[src/rtl/d_ff_arb_pkg.sv]
// Shared types and widths for the flip-flop bank write arbiter.
package d_ff_arb_pkg;

    typedef enum logic [1:0] {
        IDLE,
        ACCESS,
        ACKW,
        COOL
    } state_t;

    localparam int COOL_CNT_W = 4;
    localparam int STATS_W    = 16;

endpackage

[src/rtl/rr_pick.sv]
// Combinational round-robin picker: first set req bit at or above pointer, wrapping at N-1.
module rr_pick #(
    parameter int N  = 4,
    parameter int PW = (N > 1) ? $clog2(N) : 1
) (
    input  logic [N-1:0]  req,
    input  logic [PW-1:0] pointer,
    output logic [PW-1:0] winner,
    output logic [N-1:0]  onehot,
    output logic          any_req
);

    assign any_req = |req;

    always_comb begin
        int   idx;
        logic found;
        idx    = 0;
        found  = 1'b0;
        winner = '0;
        onehot = '0;
        for (int i = 0; i < N; i++) begin
            idx = (int'(pointer) + i) % N;
            if (!found && req[idx[PW-1:0]]) begin
                found                 = 1'b1;
                winner                = idx[PW-1:0];
                onehot[idx[PW-1:0]]   = 1'b1;
            end
        end
    end

endmodule

[src/rtl/d_ff_bank_write_arbiter.sv]
// Round-robin arbiter sequencing write/clear accesses to one shared D flip-flop bank.
// Optional access counter (access_count, stats_clr) is built when D_FF_ARB_STATS_EN is defined.
module d_ff_bank_write_arbiter
    import d_ff_arb_pkg::*;
#(
    parameter int N           = 4,
    parameter int W           = 8,
    parameter int HOLD_CYCLES = 1
) (
    input  logic             Clk,
    input  logic             reset_n,
    input  logic [N-1:0]     req,
    input  logic [N-1:0]     clr,
    input  logic [N*W-1:0]   wdata,
    input  logic [W-1:0]     bank_q,
    output logic [W-1:0]     bank_d,
    output logic             bank_ce,
    output logic             bank_sreset,
    output logic [N-1:0]     gnt,
    output logic [N-1:0]     ack,
    output logic [W-1:0]     rdata
`ifdef D_FF_ARB_STATS_EN
    ,
    input  logic             stats_clr,
    output logic [STATS_W-1:0] access_count
`endif
);

    localparam int PW = (N > 1) ? $clog2(N) : 1;
    localparam logic [PW-1:0] LAST_IDX = PW'(N - 1);
    localparam logic [COOL_CNT_W-1:0] COOL_LAST =
        COOL_CNT_W'((HOLD_CYCLES > 0) ? HOLD_CYCLES - 1 : 0);

    state_t                state, state_nx;
    logic [PW-1:0]         ptr, ptr_nx;
    logic [COOL_CNT_W-1:0] cool_cnt, cool_cnt_nx;
    logic [N-1:0]          gnt_nx, ack_nx;
    logic                  ce_nx, sreset_nx;
    logic [W-1:0]          d_nx, rdata_nx;

    logic [PW-1:0]         pick_winner;
    logic [N-1:0]          pick_onehot;
    logic                  pick_any;
    logic [W-1:0]          pick_data;

    rr_pick #(.N(N), .PW(PW)) u_pick (
        .req     (req),
        .pointer (ptr),
        .winner  (pick_winner),
        .onehot  (pick_onehot),
        .any_req (pick_any)
    );

    always_comb begin
        pick_data = '0;
        for (int i = 0; i < N; i++) begin
            if (pick_winner == PW'(i)) begin
                pick_data = wdata[i*W +: W];
            end
        end
    end

    // Every output is a register; this block only computes their next values.
    always_comb begin
        state_nx    = state;
        ptr_nx      = ptr;
        cool_cnt_nx = cool_cnt;
        gnt_nx      = gnt;
        ack_nx      = '0;
        ce_nx       = 1'b0;
        sreset_nx   = 1'b0;
        d_nx        = bank_d;
        rdata_nx    = rdata;
        case (state)
            IDLE: begin
                if (pick_any) begin
                    state_nx = ACCESS;
                    gnt_nx   = pick_onehot;
                    ptr_nx   = (pick_winner == LAST_IDX) ? '0 : pick_winner + 1'b1;
                    if (|(clr & pick_onehot)) begin
                        sreset_nx = 1'b1;
                        d_nx      = '0;
                    end else begin
                        ce_nx = 1'b1;
                        d_nx  = pick_data;
                    end
                end
            end
            ACCESS: state_nx = ACKW;
            ACKW: begin
                rdata_nx    = bank_q;
                ack_nx      = gnt;
                gnt_nx      = '0;
                cool_cnt_nx = '0;
                state_nx    = (HOLD_CYCLES == 0) ? IDLE : COOL;
            end
            COOL: begin
                if (cool_cnt == COOL_LAST) begin
                    state_nx = IDLE;
                end else begin
                    cool_cnt_nx = cool_cnt + 1'b1;
                end
            end
            default: state_nx = IDLE;
        endcase
    end

    always_ff @(posedge Clk or negedge reset_n) begin
        if (!reset_n) begin
            state       <= IDLE;
            ptr         <= '0;
            cool_cnt    <= '0;
            gnt         <= '0;
            ack         <= '0;
            bank_ce     <= 1'b0;
            bank_sreset <= 1'b0;
            bank_d      <= '0;
            rdata       <= '0;
        end else begin
            state       <= state_nx;
            ptr         <= ptr_nx;
            cool_cnt    <= cool_cnt_nx;
            gnt         <= gnt_nx;
            ack         <= ack_nx;
            bank_ce     <= ce_nx;
            bank_sreset <= sreset_nx;
            bank_d      <= d_nx;
            rdata       <= rdata_nx;
        end
    end

`ifdef D_FF_ARB_STATS_EN
    // Counts on the edge that raises ack; clear wins over increment.
    always_ff @(posedge Clk or negedge reset_n) begin
        if (!reset_n) begin
            access_count <= '0;
        end else if (stats_clr) begin
            access_count <= '0;
        end else if (state == ACKW && access_count != '1) begin
            access_count <= access_count + 1'b1;
        end
    end
`endif

endmodule

[config.mk]
export PLATFORM = sky130hd
export DESIGN_NAME = d_ff_bank_write_arbiter
export DESIGN_NICKNAME = d
export VERILOG_FILES = /design/src/rtl/d_ff_arb_pkg.sv /design/src/rtl/rr_pick.sv /design/src/rtl/d_ff_bank_write_arbiter.sv
export SDC_FILE = /design/constraint.sdc
export NUM_CORES = 1
export LEC_CHECK = 0
export CAP_MARGIN = 0
export CORE_ASPECT_RATIO = 0.6
export CORE_MARGIN = 5
export CORE_UTILIZATION = 50
export DETAILED_ROUTE_END_ITERATION = 10
export GPL_TIMING_DRIVEN = 1
export MAX_ROUTING_LAYER = met4
export PLACE_DENSITY = 0.85
export SYNTH_ARGS = -nofsm -noshare
export SYNTH_HDL_FRONTEND = slang
export SYNTH_SLANG_ARGS = --single-unit
[constraint.sdc]
create_clock -name Clk -period 6.1 [get_ports Clk]
set_input_delay 0.61 -clock Clk [delete_from_list [all_inputs] [get_ports Clk]]
set_output_delay 0.61 -clock Clk [all_outputs]
set_load 0.005 [all_outputs]
-- Word level (Yosys, flattened, before mapping)
Index checks and enable logic that the tools add are counted.
- add/subtract/negate cells: 5
- magnitude comparators: 8
- equality and inequality tests: 9
- mux-type cells: 47
- bitwise gates (word level): 4
- reduce and logical (&&, ||, !) cells: 21
- operator list (cell ; number):
    8-bit two-way mux ; 5
    4-bit two-way mux ; 7
    1-bit two-way mux ; 17
    4-bit one-hot mux with 2 select lines ; 2
    2-bit two-way mux ; 7
    2-bit by 3-bit less-than comparator with 1-bit output, second input constant ; 4
    4-bit bitwise OR ; 3
    1-bit binary-select mux with 2-bit select ; 4
    1-bit demux with 2-bit select ; 4
    2-bit equality test, second input constant ; 4
    2-bit by 1-bit >= comparator with 1-bit output, second input constant ; 4
    2-bit one-hot mux with 4 select lines ; 1
    2-bit AND reduction ; 4
    4-bit OR reduction ; 2
    1-bit logical AND ; 7
    2-bit inequality test, second input constant ; 3
    2-bit by 1-bit adder with 2-bit output, second input constant ; 2
    2-bit adder, second input constant ; 2
    4-bit by 1-bit adder with 4-bit output, second input constant ; 1
    4-bit AND ; 1
    2-bit by 1-bit equality test with 1-bit output, second input constant ; 2
    2-bit zero test ; 2
    4-bit zero test ; 1
    2-bit nonzero test ; 2
    1-bit zero test ; 3
- register bits: 34
- output and inout port bits: 26

-- Longest topological paths before layout
Gate-level depths: netlist (run 1).
- word-level depth: 18
- mapped depth: 19

-- Hierarchy
A second synthesis (run 1) with hierarchy kept.
- cells, all modules: 202
- area, all modules: 2122.0 um^2
- modules (own cells, without submodules) (module ; times used ; cells an instance ; area each (um^2) ; sequential area each (um^2)):
    d_ff_bank_write_arbiter ; 1 ; 155 ; 1695.4 ; 850.8
    rr_pick ; 1 ; 47 ; 426.7 ; 0.0

-- Least setup slack after synthesis (run 1)
OpenSTA, ideal clock, no wires.
- path type: flip-flop to flip-flop
- start point: reg ptr[0]
- end point: reg bank_d[7]
- setup time: 104 ps
- arrival time: 3541 ps
- data required time: 5996 ps
- slack: 2455 ps
- stages on the path, launching flop included: 20
- buffers on the path: 5
- period minus slack after synthesis: 3645 ps
- cell sequence: dfrtp_1 -> buf_6 -> buf_2 -> inv_1 -> ha_1 -> mux4_2 -> buf_4 -> a21oi_1 -> a21oi_1 -> a21oi_1 -> o21a_1 -> inv_1 -> ha_1 -> clkbuf_1 -> nor2b_1 -> clkbuf_1 -> a221oi_1 -> nor3_1 -> a21oi_1 -> o41ai_4
- cells in the longest elaborated chain, start to end: 18
- elaborated cells on any way between the ends: 62
- classes of those cells: add/sub (3); order compare (8); eq/ne (3); mux (32); bitwise (4); reduce/logical (12)
- ends and longest elaborated chain (what ; line ; text):
    start, declared ; d_ff_bank_write_arbiter.sv:35 ; logic [PW-1:0] ptr, ptr_nx;
    start signal, assigned ; d_ff_bank_write_arbiter.sv:121 ; ptr <= ptr_nx;
    parallel branches: the longest is 17 deep, another holds 2-bit by 3-bit less-than comparator with 1-bit output ; n/a ;
    8-bit two-way mux * ; d_ff_bank_write_arbiter.sv:80 ; if (|(clr & pick_onehot)) begin
    end signal, assigned ; d_ff_bank_write_arbiter.sv:127 ; bank_d <= d_nx;
    end, declared ; d_ff_bank_write_arbiter.sv:16 ; output logic [W-1:0] bank_d,
Every way passes the cells marked *. The select of a mux whose other input is x is not followed.
A chain may end at the register's enable or synchronous reset.

-- Final worst setup path (run 1)
- start point: reg ptr[0]
- end point: reg bank_d[4]
The elaborated chain is that of the path after synthesis.

==> results of run 1 <==
logic make-up after synthesis:
kind of cell | after synthesis
simple gates | 64
flops | 34
fa+ha+maj | 17
mux | 19
buf+inv | 25
xor+xnor | 2
compound gates | 72
per-layer routing:
layer / vias up / global-route usage, %
li1: 992 / -
met1: 973 / 28.69
met2: 83 / 26.36
met3: 4 / 5.240
met4: 0 / 3.627
met5: - / -
registers in the layout (all words and copies together) (netlist names):
| register | flops |
|---|---|
| bank_sreset | 1 |
| ptr | 2 |
| state | 2 |
| gnt | 4 |
| cool_cnt | 4 |
| bank_d | 8 |
| ack | 4 |
| rdata | 8 |
| bank_ce | 1 |
power groups by stage:
| stage | sequential, mW | combinational, mW | clock (mW) |
|---|---|---|---|
| floorplan | 0.369 | 0.774 | 0 |
| global placement | 0.382 | 1.02 | 0 |
| detailed placement | 0.385 | 1.05 | 0 |
| CTS | 0.382 | 1.06 | 0.198 |
| global route | 0.397 | 1.17 | 0.209 |
| finish | 0.381 | 1.06 | 0.194 |
worst max-delay path: cells and delay by family, from the launching register on:
kind                       cells  cell delay (ps)
AOI/OAI and AO/OA              7             1030
adders and majority gates      2              730
buffers and inverters          2              260
DFF                            1              760
muxes                          1              630
and+or+nand+nor                2              610
layout by cell type (no fill, tap or decap), drive strengths merged:
cell	netlist	layout
a211oi	1	1
a21boi	4	4
a21oi	26	26
a221o	1	1
a221oi	7	7
a22o	2	2
a22oi	2	2
a31oi	4	4
and2	4	4
and2b	1	1
and3b	3	3
buf	6	1
clkbuf	8	8
clkdlybuf4s50	0	75
dfrtp	34	34
ha	17	17
inv	11	11
mux2	12	12
mux2i	4	4
mux4	3	3
nand2	22	22
nand2b	1	1
nand3	1	1
nand3b	4	4
nor2	4	4
nor2b	12	12
nor3	9	9
nor3b	2	2
nor4	1	1
o211ai	1	1
o21a	1	1
o21ai	12	12
o21ba	2	2
o31ai	1	1
o41ai	8	8
xnor2	1	1
xor2	1	1
through the flow:
stage	power, mW	cells	instance area (um2)	utilization (%)
global route	1.778	366	3199	70.46
global placement	1.401	358	3089	68.04
CTS	1.639	366	3199	70.46
finish	1.635	366	3199	70.46
floorplan	1.143	233	2327	-
detailed placement	1.438	358	3089	68.04
cell type report:
class / count / share of cell area [%]
Clock buffer: 8 / 3.442
Inverter: 11 / 1.291
Multi-Input combinational cell: 174 / 42.51
Sequential cell: 34 / 26.59
Tap cell: 63 / 2.464
Timing Repair Buffer: 76 / 23.70
worst paths after layout:
kind / start / slack, ps / to
min: bank_d[3] / 490 / bank_d[3]
min in group asynchronous: reset_n / 730 / gnt[1]
min reg2reg: bank_d[3] / 490 / bank_d[3]
max reg2reg: ptr[0] / 1960 / bank_d[4]
max in group asynchronous: reset_n / 5070 / rdata[7]
max: ptr[0] / 1960 / bank_d[4]
==> impl_metrics.env, run 1 <==
export IMPL_routed_wire_length_per_instance_um=15.48
export IMPL_clock_power_share_pct=11.9
export IMPL_area_sequential_um2=850.8
export IMPL_grt_start_max_net_pins=35
export IMPL_grt_antenna_before_repair=0
export IMPL_mappedNetlistNets=300
export IMPL_setup_total_negative_slack_ps=0
export IMPL_ys_warnings_count=0
export IMPL_most_common_cell_in_the_synthesized_netlist="dfrtp_1"
export IMPL_combined_area_of_the_multi_input_logic_cells_mm2=0.001360
export IMPL_die_h_um=62.85
export IMPL_top_signal_layer_used="met4"
export IMPL_cells_along_the_critical_path="inv_1, ha_1, mux4_2, a21oi_1, a21oi_1, a21oi_1, o21a_1, inv_1, ha_1, nor2b_1, a221oi_1, nor3_1, a21oi_1, o41ai_2"
export IMPL_fin_ws_ps=1964
export IMPL_maxCapViolations=0
export IMPL_grt_setup_unrepaired="false"
export IMPL_fin_worst_hold_slack_ps=487.4
export IMPL_final_period_minus_worst_setup_slack_ps=4136
export IMPL_p_switching_uw=702.1
export IMPL_portion_of_netlist_area_occupied_by_mux_cells_pct=10.59
export IMPL_floorplan_die_area_mm2=0.006164
export IMPL_floorplan_rows=19
export IMPL_power_per_cell_area_mw_per_mm2=511.2
export IMPL_synth_area_per_cell_um2=9.988
export IMPL_netlist_instances=233
export IMPL_status="complete, no violations"
export IMPL_post_synth_main_area_contributors="dfrtp_1, ha_1, mux2_2"
export IMPL_wl_met2_mm=2.438
export IMPL_portBuffers=75
export IMPL_grt_use_total_pct=19.31
export IMPL_floorplan_io_pins=76
export IMPL_report_final_slew_viol_count=0
export IMPL_timing_clock_skew_ps=5.972
export IMPL_clock_root_buffer="clkbuf_8"
export IMPL_antenna_diode_count=0
export IMPL_timing_critical_path_slowest_stage_cell="dfrtp_1"
export IMPL_path_common_cell="a21oi_1"
export IMPL_synth_ff_latch_count=34
export IMPL_mappedNetlistArea_mm2=0.002327
export IMPL_clkSinkCount=34
export IMPL_cts_setup_buffers=0
export IMPL_tightestPinTransition_ps=1162
export IMPL_cts_max_level=2
export IMPL_grt_pass1_vias=1883
export IMPL_worst_hold_path_type="flip-flop to flip-flop"
export IMPL_synth_compound_gate_area_share_pct=23.39
export IMPL_dominant_combinational_cell_family_by_area_after_synthesis="compound AO/OA/AOI/OAI gates"
export IMPL_power_frac_seq_pct=23.3
export IMPL_clkLatencyLatePin_ps=280
export IMPL_post_route_clock_period_utilization_pct=67.80
export IMPL_dieWidth_um=98.08
export IMPL_cts_repair_resized=0
export IMPL_synth_top_area_cell="dfrtp_1"
export IMPL_cp_arrival_ps=4310
export IMPL_share_comb_of_total_power_pct=64.8
export IMPL_cp_start_kind="flip-flop"
export IMPL_hold_depth=2
export IMPL_timing_reg2reg_worst_path_depth=14
export IMPL_cts_reportedPaths_clkPinSlew_ps=70
export IMPL_dominantRegCellSynth="dfrtp_1"
export IMPL_cts_buffers=5
export IMPL_ys_async_sr_fraction_pct=100.0
export IMPL_drtAntennaViolNets=0
export IMPL_cts_hold_buffers_added=0
export IMPL_worst_endpoint_required_ps=6280
export IMPL_static_leakage_power_nw=1.345
export IMPL_post_synth_and_or_nand_nor_area_fraction_pct=14.57
export IMPL_report_final_hold_viol_count=0
export IMPL_synth_fa_ha_area_share_pct=9.140
export IMPL_ir_worst_vdd_mv=0.2582
export IMPL_synth_xor_xnor_area_share_pct=0.7527
export IMPL_final_layout_size_suffix_gt1_share_pct=11.22
export IMPL_critPathCaptureType="flip-flop"
export IMPL_swShare_pct=42.93
export IMPL_cpPeakStageDelay_ps=760
export IMPL_grt_pass1_wl_mm=9.432
export IMPL_cts_tree="done"
export IMPL_synth_edf_count=0
export IMPL_syn2layout_area_growth_pct=37.47
export IMPL_dp_hpwl_mm=4.289
export IMPL_drt_pass1_iterations=4
export IMPL_pre_cts_ws_ps=1977
export IMPL_num_fill_cells=331
export IMPL_worstPathMaxFanout=19
export IMPL_finalSetupViolations=0
export IMPL_num_nets_final=369
export IMPL_yosys_top_cells_count="dfrtp_1, a21oi_1, nand2_1"
export IMPL_max_slew_margin_rel_pct=21.82
export IMPL_ys_types=41
export IMPL_gp_congestion=0.9014
export IMPL_vias=2052
export IMPL_gr_total_overflow=0
export IMPL_internal_power_uw=933.3
export IMPL_coreArea_mm2=0.004541
export IMPL_synth_yosys_seq_area_share_pct=36.56
export IMPL_max_freq_mhz=241.8
export IMPL_area_fraction_of_the_dominant_cell_type_after_synthesis_pct=36.56
export IMPL_drt_iter0_drc=96
export IMPL_final_routed_wirelength_mm=5.665
export IMPL_detailed_route_vias_per_instance=5.607
export IMPL_cts_max_path_buffers=2
export IMPL_drt_drc=0
export IMPL_initial_core_util_pct=51.25
export IMPL_critical_path_class="flip-flop to flip-flop"
export IMPL_wl_met1_mm=2.827
export IMPL_wl_met3_um=368
(Power assumes the default switching activity.)
==> inputs of run 2 (changes only) <==
Settings changed: CORE_UTILIZATION 50 to 46, PLACE_DENSITY 0.85 to 0.79.
Clock period 6.1 ns to 4 ns, I/O delays scaled along.
==> run 2 against run 1 <==
Against the previous run: routed wire length is 1.1% lower; fmax grew 13%; count of clock-buffer cells in the layout is 1 lower; sequential cell count unchanged; critical endpoint is now bank_d[3]; critical path type unchanged; cell area grew 0.47%; via count up 0.19%; combinational power is 58% higher; largest cell class unchanged.
==> impl_metrics.env, run 2 (synthesis gave the netlist of run 1 again) <==
export IMPL_status="complete, no violations"
export IMPL_routed_wire_length_per_instance_um=15.02
export IMPL_grt_antenna_before_repair=0
export IMPL_dieWidth_um=101.8
export IMPL_die_h_um=65.10
export IMPL_power_per_cell_area_mw_per_mm2=773.5
export IMPL_coreArea_mm2=0.004980
export IMPL_whs_endpoint="bank_d[1]"
export IMPL_tightestPinTransition_ps=676.6
export IMPL_report_final_slew_viol_count=0
export IMPL_cts_tree="done"
export IMPL_max_slew_margin_rel_pct=54.90
export IMPL_cpPeakStageDelay_ps=660
export IMPL_hold_depth=2
export IMPL_cp_start_kind="flip-flop"
export IMPL_mostFrequentLayoutCell="clkdlybuf4s50_1"
export IMPL_detailed_route_vias_per_instance=5.512
export IMPL_cts_max_level=2
export IMPL_worst_r2r_setup_slack_ps=340
export IMPL_cts_repair_resized=0
export IMPL_final_layout_size_suffix_gt1_share_pct=12.05
export IMPL_grt_start_max_net_pins=35
export IMPL_antenna_diode_count=0
export IMPL_gp_congestion=0.9179
export IMPL_maxCapViolations=0
export IMPL_static_leakage_power_nw=1.356
export IMPL_critical_path_reg2reg_startpoint="ptr[1]"
export IMPL_worst_endpoint_required_ps=4180
export IMPL_drtAntennaViolNets=0
export IMPL_clkSinkCount=34
export IMPL_timing_clock_skew_ps=8.381
export IMPL_max_freq_mhz=273.5
export IMPL_portBuffers=75
export IMPL_timing_critical_path_slowest_stage_cell="mux4_2"
export IMPL_worst_hold_path_type="flip-flop to flip-flop"
export IMPL_floorplan_rows=20
export IMPL_grt_pass1_vias=2030
export IMPL_finalSetupViolations=0
export IMPL_setup_total_negative_slack_ps=0
export IMPL_grt_setup_unrepaired="false"
export IMPL_initial_core_util_pct=46.73
export IMPL_syn2layout_area_growth_pct=38.12
export IMPL_hold_start="bank_d[1]"
export IMPL_final_routed_wirelength_mm=5.604
export IMPL_worstPathMaxFanout=11
export IMPL_post_route_clock_period_utilization_pct=91.41
export IMPL_vias=2056
export IMPL_cells_along_the_critical_path="inv_1, ha_1, mux4_2, a21oi_1, a21oi_1, a21oi_1, o21a_1, inv_1, ha_1, nor2b_1, a221oi_1, nor3_1, a21oi_1, o41ai_2"
export IMPL_critical_path_class="flip-flop to flip-flop"
export IMPL_dp_hpwl_mm=4.314
export IMPL_cts_setup_buffers=0
export IMPL_final_period_minus_worst_setup_slack_ps=3657
export IMPL_cts_max_path_buffers=2
export IMPL_drt_pass1_iterations=4
export IMPL_floorplan_die_area_mm2=0.006628
export IMPL_clkLatencyLatePin_ps=280
export IMPL_path_common_cell="a21oi_1"
export IMPL_gr_total_overflow=0
export IMPL_critPathCaptureType="flip-flop"
export IMPL_cts_reportedPaths_clkPinSlew_ps=70
export IMPL_timing_reg2reg_worst_path_depth=14
export IMPL_worst_flop_to_flop_path_endpoint="bank_d[3]"
export IMPL_num_nets_final=373
export IMPL_cts_hold_buffers_added=0
export IMPL_final_cell_mix="clkdlybuf4s50_1, dfrtp_1, a21oi_1"
export IMPL_grt_pass1_wl_mm=9.349
export IMPL_cts_buffers=5
export IMPL_floorplan_io_pins=76
export IMPL_ir_worst_vdd_mv=0.4495
export IMPL_num_fill_cells=401
export IMPL_largest_registers="bank_d x8, rdata x8"
export IMPL_drt_iter0_drc=69
export IMPL_report_final_hold_viol_count=0
export IMPL_cp_arrival_ps=3830
export IMPL_grt_use_total_pct=18.29
export IMPL_clock_root_buffer="clkbuf_8"
export IMPL_drt_drc=0
export IMPL_fin_worst_hold_slack_ps=478.7
## run 2: changes by cell type in the layout (fill, tap and decap cells not counted), sizes merged
cell / delta
buf: +4
clkbuf: -1
clkinv: +1
## run 2: power by group
part	switching, mW	internal (mW)	total [mW]
Clock	0.122	0.139	0.261
Combinational	0.887	0.793	1.68
Sequential	0.0708	0.475	0.545
## run 2: stage by stage
step | std cells | total power [mW] | worst slack [ps] | instance area (um2) | utilization [%]
floorplan | 233 | 1.742 | 355.0 | 2327 | -
global placement | 365 | 2.187 | 350.8 | 3123 | 62.71
detailed placement | 365 | 2.219 | 220.2 | 3123 | 62.71
CTS | 373 | 2.490 | 393.2 | 3214 | 64.55
global route | 373 | 2.691 | 131.8 | 3214 | 64.55
finish | 373 | 2.486 | 343.4 | 3214 | 64.55
## run 2: worst max path at each step
stage	depth (start not counted)	endpoint	startpoint
final	14	bank_d[3]	ptr[1]
after global routing	14	bank_d[3]	ptr[1]
after CTS	14	bank_d[3]	ptr[1]
after detailed placement	10	bank_d[7]	req[0]
after global placement	10	bank_d[7]	req[0]
after floorplan	19	bank_d[7]	ptr[0]
## run 2: routing by layer
| metal | up-vias | global-route usage [%] | routed length (um) |
|---|---|---|---|
| met2 | 91 | 25.81 | 2409 |
| met3 | 6 | 5.726 | 477 |
| met5 | - | - | 0 |
| met1 | 964 | 26.03 | 2685 |
| li1 | 995 | - | - |
| met4 | 0 | 3.764 | 31 |
## run 2: critical path: cells and delay by family (launching register included)
family	cells	cell delay, ps
AO/OA/AOI/OAI	7	1010
adder cells (fa/ha/maj)	2	710
buffers and inverters	2	180
flip-flops	1	350
multiplexers	1	660
AND/OR/NAND/NOR	2	630
## run 2: final cells by class
| class | instances | area [um2] | area share (%) |
|---|---|---|---|
| multi-input cells | 174 | 1360 | 42.31 |
| flip-flops and latches | 34 | 850.8 | 26.47 |
| repair buffers | 80 | 788.3 | 24.52 |
| clock buffers | 7 | 86.33 | 2.686 |
| well taps | 66 | 82.58 | 2.569 |
| inverters | 11 | 41.29 | 1.285 |
| clock inverters | 1 | 5.005 | 0.1557 |
